===== config.mk =====
export PLATFORM = sky130hd
export DESIGN_NAME = stopwatch_ctrl_flat
export DESIGN_NICKNAME = d
export VERILOG_FILES = /design/src/rtl/stopwatch_pkg.sv /design/src/rtl/stopwatch_ctrl_if.sv /design/src/rtl/btn_debounce.sv /design/src/rtl/stopwatch_ctrl.sv /design/src/flat_wrapper.sv
export SDC_FILE = /design/constraint.sdc
export NUM_CORES = 1
export LEC_CHECK = 0
export CELL_PAD_IN_SITES_DETAIL_PLACEMENT = 0
export CELL_PAD_IN_SITES_GLOBAL_PLACEMENT = 2
export CORE_MARGIN = 10
export CORE_UTILIZATION = 30
export CTS_CLUSTER_DIAMETER = 80
export DETAILED_ROUTE_END_ITERATION = 10
export GPL_TIMING_DRIVEN = 0
export PLACE_DENSITY = 0.69
export SLEW_MARGIN = 10
export SYNTH_ARGS = -nofsm -noshare
export SYNTH_HDL_FRONTEND = slang
export SYNTH_SLANG_ARGS = --single-unit
export TNS_END_PERCENT = 30

===== constraint.sdc =====
create_clock -name sys_clk -period 1.68 [get_ports sys_clk]
set_input_delay 0.336 -clock sys_clk [delete_from_list [all_inputs] [get_ports sys_clk]]
set_output_delay 0.336 -clock sys_clk [all_outputs]
set_load 0.02 [all_outputs]

===== src/rtl/stopwatch_pkg.sv =====
// Shared types and constants for the stopwatch control stage and its 12-bit counter.
package stopwatch_pkg;

  localparam int unsigned COUNT_W = 12;
  localparam int unsigned STATE_W = 2;

  typedef enum logic [STATE_W-1:0] {
    ST_IDLE    = 2'b00,
    ST_RUNNING = 2'b01,
    ST_STOPPED = 2'b10,
    ST_LAP     = 2'b11
  } state_t;

  // Control bundle presented to the counter.
  typedef struct packed {
    logic count_init;
    logic count_enb;
    logic latch_count;
  } ctrl_t;

  // The prescaler only advances while the counter is counting.
  function automatic logic is_counting(input state_t s);
    return (s == ST_RUNNING) || (s == ST_LAP);
  endfunction

endpackage


===== src/rtl/stopwatch_ctrl_if.sv =====
// Button inputs and counter control outputs of the stopwatch control stage.
interface stopwatch_ctrl_if;
  import stopwatch_pkg::*;

  logic               btn_start_stop;
  logic               btn_lap_reset;
  logic               count_init;
  logic               count_enb;
  logic               latch_count;
  logic [STATE_W-1:0] run_state;

  modport master (
    input  btn_start_stop,
    input  btn_lap_reset,
    output count_init,
    output count_enb,
    output latch_count,
    output run_state
  );

  modport slave (
    output btn_start_stop,
    output btn_lap_reset,
    input  count_init,
    input  count_enb,
    input  latch_count,
    input  run_state
  );

endinterface


===== src/rtl/btn_debounce.sv =====
// Two-flop synchroniser plus debounce counter; emits the debounced level and a one-cycle press pulse.
module btn_debounce #(
  parameter int unsigned DEBOUNCE_CYCLES = 20000
) (
  input  logic sys_clk,
  input  logic reset,
  input  logic btn_raw,
  output logic btn_level,
  output logic btn_press
);

  localparam int unsigned CNT_W = $clog2(DEBOUNCE_CYCLES + 1);
  localparam logic [CNT_W-1:0] CNT_LAST = CNT_W'(DEBOUNCE_CYCLES - 1);

  logic             sync_a;
  logic             sync_b;
  logic [CNT_W-1:0] cnt;
  logic             differ;
  logic             accept;

  assign differ = (sync_b != btn_level);
  assign accept = differ && (cnt == CNT_LAST);

  // Any cycle where the synchronised input agrees with the level restarts the count.
  always_ff @(posedge sys_clk) begin
    if (reset) begin
      sync_a    <= 1'b0;
      sync_b    <= 1'b0;
      cnt       <= '0;
      btn_level <= 1'b0;
      btn_press <= 1'b0;
    end else begin
      sync_a    <= btn_raw;
      sync_b    <= sync_a;
      btn_press <= accept & sync_b;
      if (accept) begin
        btn_level <= sync_b;
        cnt       <= '0;
      end else if (differ) begin
        cnt <= cnt + CNT_W'(1);
      end else begin
        cnt <= '0;
      end
    end
  end

endmodule


===== src/rtl/stopwatch_ctrl.sv =====
// Stopwatch control: debounced buttons drive a run/stop/lap FSM and a tick prescaler feeding the counter.
module stopwatch_ctrl
  import stopwatch_pkg::*;
#(
  parameter int unsigned TICK_DIV        = 100000,
  parameter int unsigned DEBOUNCE_CYCLES = 20000
) (
  input  logic              sys_clk,
  input  logic              reset,
  stopwatch_ctrl_if.master  bus
);

  localparam int unsigned PRESC_W = $clog2(TICK_DIV);
  localparam logic [PRESC_W-1:0] TICK_LAST = PRESC_W'(TICK_DIV - 1);

  state_t               state;
  state_t               state_n;
  logic [PRESC_W-1:0]   presc;
  logic [PRESC_W-1:0]   presc_n;
  ctrl_t                ctrl_q;
  ctrl_t                ctrl_d;
  logic                 init_pending;
  logic                 init_req;
  logic                 ss_press;
  logic                 lr_press;
  logic                 ss_level;
  logic                 lr_level;
  logic                 levels_unused;

  assign levels_unused = ss_level ^ lr_level;

  btn_debounce #(.DEBOUNCE_CYCLES(DEBOUNCE_CYCLES)) u_db_ss (
    .sys_clk   (sys_clk),
    .reset     (reset),
    .btn_raw   (bus.btn_start_stop),
    .btn_level (ss_level),
    .btn_press (ss_press)
  );

  btn_debounce #(.DEBOUNCE_CYCLES(DEBOUNCE_CYCLES)) u_db_lr (
    .sys_clk   (sys_clk),
    .reset     (reset),
    .btn_raw   (bus.btn_lap_reset),
    .btn_level (lr_level),
    .btn_press (lr_press)
  );

  // Next state, prescaler and registered control outputs; start/stop has priority over lap/reset.
  always_comb begin
    state_n  = state;
    presc_n  = presc;
    ctrl_d   = '0;
    init_req = init_pending;

    case (state)
      ST_IDLE: begin
        if (ss_press)      state_n  = ST_RUNNING;
        else if (lr_press) init_req = 1'b1;
      end
      ST_RUNNING: begin
        if (ss_press)      state_n = ST_STOPPED;
        else if (lr_press) state_n = ST_LAP;
      end
      ST_LAP: begin
        if (ss_press)      state_n = ST_STOPPED;
        else if (lr_press) state_n = ST_RUNNING;
      end
      ST_STOPPED: begin
        if (ss_press) begin
          state_n = ST_RUNNING;
        end else if (lr_press) begin
          state_n  = ST_IDLE;
          init_req = 1'b1;
        end
      end
      default: state_n = ST_IDLE;
    endcase

    // A wrap on the cycle the state is left still belongs to the old state.
    if (is_counting(state)) begin
      if (presc == TICK_LAST) begin
        presc_n          = '0;
        ctrl_d.count_enb = 1'b1;
      end else begin
        presc_n = presc + PRESC_W'(1);
      end
    end

    if (init_req) presc_n = '0;

    ctrl_d.count_init  = init_req;
    ctrl_d.latch_count = (state_n == ST_LAP);
  end

  always_ff @(posedge sys_clk) begin
    if (reset) begin
      state        <= ST_IDLE;
      presc        <= '0;
      ctrl_q       <= '0;
      init_pending <= 1'b1;
    end else begin
      state        <= state_n;
      presc        <= presc_n;
      ctrl_q       <= ctrl_d;
      init_pending <= 1'b0;
    end
  end

  assign bus.count_init  = ctrl_q.count_init;
  assign bus.count_enb   = ctrl_q.count_enb;
  assign bus.latch_count = ctrl_q.latch_count;
  assign bus.run_state   = state;

endmodule


===== src/flat_wrapper.sv =====
// flat-port wrapper written by rule: the top's interface ports become plain ports
module stopwatch_ctrl_flat import stopwatch_pkg::*;
#(
  parameter int unsigned TICK_DIV        = 100000,
  parameter int unsigned DEBOUNCE_CYCLES = 20000
)
  (sys_clk, reset, bus_btn_start_stop, bus_btn_lap_reset, bus_count_init, bus_count_enb, bus_latch_count, bus_run_state);
  stopwatch_ctrl_if bus_i ();
  input  logic sys_clk;
  input  logic reset;
  input wire logic [$bits(bus_i.btn_start_stop)-1:0] bus_btn_start_stop;
  input wire logic [$bits(bus_i.btn_lap_reset)-1:0] bus_btn_lap_reset;
  output wire logic [$bits(bus_i.count_init)-1:0] bus_count_init;
  output wire logic [$bits(bus_i.count_enb)-1:0] bus_count_enb;
  output wire logic [$bits(bus_i.latch_count)-1:0] bus_latch_count;
  output wire logic [$bits(bus_i.run_state)-1:0] bus_run_state;
  assign bus_i.btn_start_stop = bus_btn_start_stop;
  assign bus_i.btn_lap_reset = bus_btn_lap_reset;
  assign bus_count_init = bus_i.count_init;
  assign bus_count_enb = bus_i.count_enb;
  assign bus_latch_count = bus_i.latch_count;
  assign bus_run_state = bus_i.run_state;
  stopwatch_ctrl #(.TICK_DIV(TICK_DIV), .DEBOUNCE_CYCLES(DEBOUNCE_CYCLES)) u_core (.sys_clk(sys_clk), .reset(reset), .bus(bus_i));
endmodule

==> metrics, run 1 <==
hold worst-path end=u_core.u_db_lr.sync_b; critical-path cell list=clkdlybuf4s50_1; clock latency on the worst-skew pair=about 340 ps; clk slew on worst S/H paths=70 ps; crit share post-route=94.2%; hold path start=u_core.u_db_lr.sync_a; Post-DRT Antenna Nets=0; Netlist Area Pre-Place=0.00263 mm2; critical path type=flip-flop to output pin; Max Clock Freq=632 MHz; Max IR drop VDD=slightly below 0.3 mV; ANT cells=0; utilization after layout=a little over a third; CP endpoint kind=output pin; yosys warns=0; arrival time at the worst endpoint=1250 ps; Top FF cell, synth=dfxtp_1; nature of the critical path startpoint=flip-flop; EDFF count, synth=0; area grow syn2layout=19.0%; # IOs=9; hold path depth=1; Commonest cells post-synth=61 x dfxtp_1, 55 x nor2_1, 28 x xnor2_1, 17 x nand4_1, 16 x xor2_1; total design power=slightly below 0.003 W; # setup viols final=0; grt total ovfl=0; CTS root buf=clkbuf_8; switching share of total power=20.5%; Cell Area, Placed=0.00285 mm2; clock sink total=61; Yosys top cell area share=a little under half; CTS tree=done; r2r setup slk=approximately 140 ps; first-pass GRT wire length=around 9.4 mm; Post-Syn Area per Cell=between 9 and 10 um2; most numerous cell in the Yosys netlist=dfxtp_1; outcome=finished clean; slew of the pin with the lowest slew margin=about 430 ps; vias per cell=4.69; final worst slack=between 90 and 100 ps; core area=around 0.0086 mm2; leading area contributor after synthesis=dfxtp_1; CTS H-tree depth=3; Combinational Power Share=1.8%; Worst EP required=around 1300 ps; Die W=around 110 um; Leakage=between 1 and 1.5 nW; worst r2r dst=u_core.presc[16]; pre-CTS WS=-182 ps; Gate Count Post-Synth=~280; row count=34; Num CTS Buffers=9; Async SR Flop Fraction=0%; Setup Skew=slightly below 9 ps; initial antenna violation count=0; Crit path largest cell delay=~600 ps; share of post-route cells with drive strength above 1=15.5%; WL final=between 5 and 6 mm; CP delay by family, top=buffers and inverters; vias in the first global route=1915; critical register-to-register path startpoint=u_core.presc[5]; Layout Cell Area excl Fill=between 0.003 and 0.004 mm2; max-cap check violation count=0; DRC Markers=0; Total GRT Usage=under 10%; WL/cell=~13 um; Synth area leaders=dfxtp_1 46%, xnor2_1 9.3%, nor2_1 7.8%; Power Density=roughly 900 mW/mm2; power share of the sequential group=between 50% and 60%; initial core utilization=30.5%; detailed placement HPWL=about 3.5 mm; Die Ht=~110 um; min cycle time layout=1580 ps; internal power=approximately 0.0023 W; crit path max fanout=1; net load switching power=between 0.0005 and 0.0006 W; clock share of power=a little under half; IO buf count=8; Max clock buf depth=2; largest net degree at the start of global routing=11; Detailed Routing Iterations Pass 1=4; Final Wtd Congestion=between 0.7 and 0.8; post-synthesis sequential area ratio=between 40% and 50%; normalized max-slew margin=between 70% and 80%; First DRT Iteration DRCs=~50; class of the worst hold path=flip-flop to flip-flop; Final Hold Viols=0; post-synth cell types=35; Pins Over Slew Limit=0; WP buf/inv=1; Final nets=around 310; CP max stage cell=clkdlybuf4s50_1; flops & latches, synth=just over 60; fillers=between 800 and 900; reg2reg path depth=7; Synthesized Nets=approximately 290; routed vias=roughly 2k; Die ar.=approximately 0.013 mm2
==> timing repair <==
item	4_1_cts	5_1_grt
buffers inserted	1	5
pin swaps	2	3
gates resized for setup	6	11
endpoints found under the setup margin	22	33
hold buffers	0	0
==> worst max-delay path by stage <==
stage                                 start                        to  slack (ps)  cells after the start
floorplan           u_core.bus.run_state[0]          u_core.presc[16]         200                      7
global placement                      reset          u_core.presc[14]        -170                      6
detailed placement                    reset          u_core.presc[16]        -180                      6
CTS                   u_core.u_db_lr.cnt[0]     u_core.u_db_lr.cnt[9]          -2                      7
global route          u_core.u_db_lr.cnt[0]  u_core.u_db_lr.btn_level         -10                      7
finish                u_core.bus.count_init            bus_count_init         100                      1
==> power groups by stage <==
| stage | Combinational [W] | Clock [W] | Sequential [W] |
|---|---|---|---|
| 2_1_floorplan | 0.0000273 | 0 | 0.00149 |
| 3_3_place_gp | 0.0000509 | 0 | 0.00149 |
| 3_5_place_dp | 0.0000500 | 0 | 0.00149 |
| 4_1_cts | 0.0000512 | 0.00146 | 0.00146 |
| 5_1_grt | 0.0000606 | 0.00151 | 0.00146 |
| 6_report | 0.0000534 | 0.00139 | 0.00146 |
==> flip-flops by register name, indices dropped and copies added, names as in the netlist <==
name	cells
u_core.u_db_ss.btn_press	1
u_core.presc	17
u_core.u_db_lr.sync_a	1
u_core.u_db_lr.sync_b	1
u_core.u_db_lr.btn_press	1
u_core.bus.latch_count	1
u_core.init_pending	1
u_core.bus.run_state	2
u_core.u_db_ss.btn_level	1
u_core.bus.count_init	1
u_core.u_db_lr.btn_level	1
u_core.u_db_lr.cnt	15
u_core.u_db_ss.sync_a	1
u_core.bus.count_enb	1
u_core.u_db_ss.sync_b	1
u_core.u_db_ss.cnt	15
==> logic make-up (layout without fill, tap and decap cells) <==
logic type                 after synthesis  in the layout  synth area share, %
and+or+nand+nor                        144            144                 30.6
buffers and inverters                   15             45                 3.66
DFF                                     61             61                 46.4
xor gates and xnor gates                44             44                 14.6
muxes                                    3              3                 1.14
adders and majority gates                3              3                 1.43
AOI/OAI and AO/OA                        9              9                 2.14
==> routing by layer <==
metal / GRT usage [%] / part of all wire (%)
met1: 11.4 / 49
met2: 13.2 / 46
met3: 3.78 / 3.8
met4: 3.05 / 0.92
met5: 0 / 0
==> cell type report <==
type	count	area, um2	area share (%)
buffer	10	87.6	2.80
clock buffer	11	131	4.19
sequential	61	1230	39.1
timing repair buffer	14	123	3.91
tap	108	135	4.31
inverter	5	18.8	0.599
multi-input combinational	203	1340	42.7
clock inverter	5	75.1	2.40
==> stage by stage <==
stage          cells  hold WS [ps]  TNS [ps]
2_1_floorplan    279           364         0
3_3_place_gp     395           429     -3100
3_5_place_dp     395           422     -3380
4_1_cts          412           452     -1.57
5_1_grt          417           464     -9.95
6_report         417           448         0
==> layout by cell type (no fill, tap or decap), types with 5 or more instances in the layout <==
master / instances
nor4_1: 9
nor3_1: 8
nand3_1: 12
xnor2_1: 28
buf_6: 5
clkdlybuf4s50_1: 6
nand4_1: 17
dfxtp_1: 57
and3_1: 5
xor2_1: 16
clkbuf_8: 9
buf_4: 9
inv_1: 5
nor2_1: 55
nor2b_1: 5
nand2_1: 10
Note: power is estimated with default switching activity, not from simulation.
==> run 2, diff against run 1 <==
SETUP_SLACK_MARGIN = 0.2   (was default)
==> run 2 against run 1 <==
- utilization is 1.8 points higher
- power up 0.11%
- worst setup slack improved by 7.0 ps
- global-route usage rose by 0.12 points
- die area is the same
- routed wire length increased by 4.6%
- flip-flop and latch count is the same
- non-clock buffer count increased by 5
- critical path type unchanged
- highest routed layer unchanged
==> metrics, run 2 (synthesis gave the netlist of run 1 again) <==
outcome=finished clean; Total GRT Usage=9.06% (+0.12 points); largest net degree at the start of global routing=11 (unchanged); Detailed Routing Iterations Pass 1=4 (unchanged); area grow syn2layout=24.7%; clock latency on the worst-skew pair=330 ps (about the same); Post-Route Setup TNS=0 ps (unchanged); initial antenna violation count=0 (unchanged); critical-path cell list=clkdlybuf4s50_1; Max clock buf depth=2 (unchanged); fillers=885 (-1.1%); final worst slack=104 ps (+7.00 ps); critical register-to-register path startpoint=u_core.u_db_lr.cnt[1]; Crit path largest cell delay=600 ps (about the same); normalized max-slew margin=71.5% (about the same); detailed placement HPWL=3.54 mm (unchanged); CP max stage cell=clkdlybuf4s50_1; Final nets=316 (+1.6%); reg2reg path depth=7 (unchanged); Cell Area, Placed=0.00285 mm2 (unchanged); Layout Cell Area excl Fill=0.00328 mm2 (+4.8%); Max IR drop VDD=0.313 mV (+6.0%); DRC Markers=0 (unchanged); FF/Latch Area=0.00124 mm2 (+1.5%); Setup Skew=6.43 ps (-2.45 ps); class of the worst hold path=input port to flip-flop; CTS root buf=clkbuf_8; Die ar.=0.0129 mm2 (unchanged); hold path depth=1 (unchanged); Leakage=1.09 nW (+5.5%); row count=34 (unchanged); share of post-route cells with drive strength above 1=22.3% (+6.8 points); max-cap check violation count=0 (unchanged); clock sink total=61 (unchanged); total design power=0.00291 W (+0.11%); arrival time at the worst endpoint=1240 ps (about the same); Die Ht=114 um (unchanged); RSZ-0062 raised after global routing=true; most frequent cells in the layout=50 x nor2_1, 48 x dfxtp_1, 28 x xnor2_1; crit path max fanout=1 (unchanged); CTS Hold Buffers Added=0 (unchanged); slew of the pin with the lowest slew margin=428 ps (-0.962 ps); hold worst-path end=u_core.init_pending; Die W=114 um (unchanged); WP buf/inv=1 (unchanged); WL final=5.58 mm (+4.6%); Final Hold Viols=0 (unchanged); r2r setup slk=190 ps (+50 ps); Top reg by flops=u_core.presc; Setup crit start=u_core.bus.latch_count; Num CTS Buffers=9 (unchanged); hold path start=reset; max reg flops=17 (unchanged); worst r2r dst=u_core.u_db_lr.btn_level; pre-CTS WS=-182 ps (unchanged); min cycle time layout=1580 ps (-7.00 ps); Final Wtd Congestion=0.720 (unchanged); # IOs=9 (unchanged); Pins Over Slew Limit=0 (unchanged); First DRT Iteration DRCs=63 (+24%); WL/cell=13.2 um (+3.4%); vias in the first global route=1947 (+1.7%); IO buf count=8 (unchanged); # setup viols final=0 (unchanged); leading cell type in the layout, fill and taps excluded=nor2_1; critical path type=flip-flop to output pin; multi-input logic area=0.00141 mm2 (+5.3%); grt total ovfl=0 (unchanged); Worst EP required=1340 ps (about the same); first-pass GRT wire length=9.51 mm (+1.4%); clk slew on worst S/H paths=70 ps (about the same); Max Clock Freq=634 MHz (+0.44%); initial core utilization=30.5% (unchanged); ANT cells=0 (unchanged); CP endpoint kind=output pin; routed vias=1975 (+1.1%); top flop regs=u_core.presc: 17 flops, u_core.u_db_lr.cnt: 15 flops, u_core.u_db_ss.cnt: 15 flops; utilization after layout=38.0% (+1.8 points); Power Density=885 mW/mm2 (-4.5%); crit share post-route=93.8% (-0.42 points); CTS tree=done; CP delay by family, top=buffers and inverters; core area=0.00864 mm2 (unchanged); CTS H-tree depth=3 (unchanged); Post-DRT Antenna Nets=0 (unchanged); vias per cell=4.68 (-0.12%); nature of the critical path startpoint=flip-flop
run 2: cell types whose count changed in the layout (fill, tap and decap cells not counted), sizes merged:
cell,change
buf,+5
clkdlybuf4s15,+1
clkdlybuf4s50,-2
dlygate4sd2,-1
dlymetal6s2s,+2
run 2: repair_timing:
action                                  in CTS  in global routing
pin swaps                                    4                  8
endpoints found under the setup margin      54                 54
cloned                                       1                  0
setup buffers                                4                  6
gates resized for setup                     20                 32
run 2: worst register-to-register path, delay by kind of cell (launching register included):
| family | cells | cell delay, ps |
|---|---|---|
| DFF | 1 | 360 |
| buffers and inverters | 2 | 310 |
| muxes | 1 | 140 |
| adders and majority gates | 1 | 140 |
| and+or+nand+nor | 3 | 410 |
run 2: metrics by stage:
step / instances / hold slack [ps]
detailed placement: 395 / 422
finish: 422 / 321
global route: 422 / 322
global placement: 395 / 429
floorplan: 279 / 364
CTS: 416 / 429
run 2: per-layer routing:
metal / vias up / track usage [%] / part of all wire, %
met2: 19 / 13.4 / 47
li1: 1027 / - / -
met5: - / 0 / 0
met1: 924 / 11.6 / 48
met3: 5 / 3.78 / 3.6
met4: 0 / 3.05 / 0.91
run 2: final cells by class:
cell class / count / area share (%)
multi-input combinational: 203 / 42.9
sequential: 61 / 37.9
timing repair buffer: 19 / 5.30
tap: 108 / 4.11
clock buffer: 11 / 4.00
buffer: 10 / 2.97
clock inverter: 5 / 2.29
inverter: 5 / 0.571
run 2: how the worst max path moves through the flow:
stage / end / slack [ps] / cells past startpoint
2_1_floorplan: u_core.presc[16] / 200 / 7
3_3_place_gp: u_core.presc[14] / -170 / 6
3_5_place_dp: u_core.presc[16] / -180 / 6
4_1_cts: u_core.presc[12] / 30 / 7
5_1_grt: bus_latch_count / 30 / 1
6_report: bus_latch_count / 100 / 1
run 2: report_power, final:
part | switching [W] | internal (W)
registers | 0.00000543 | 0.00145
logic | 0.0000303 | 0.0000320
clock network | 0.000561 | 0.000829
total | 0.000597 | 0.00231
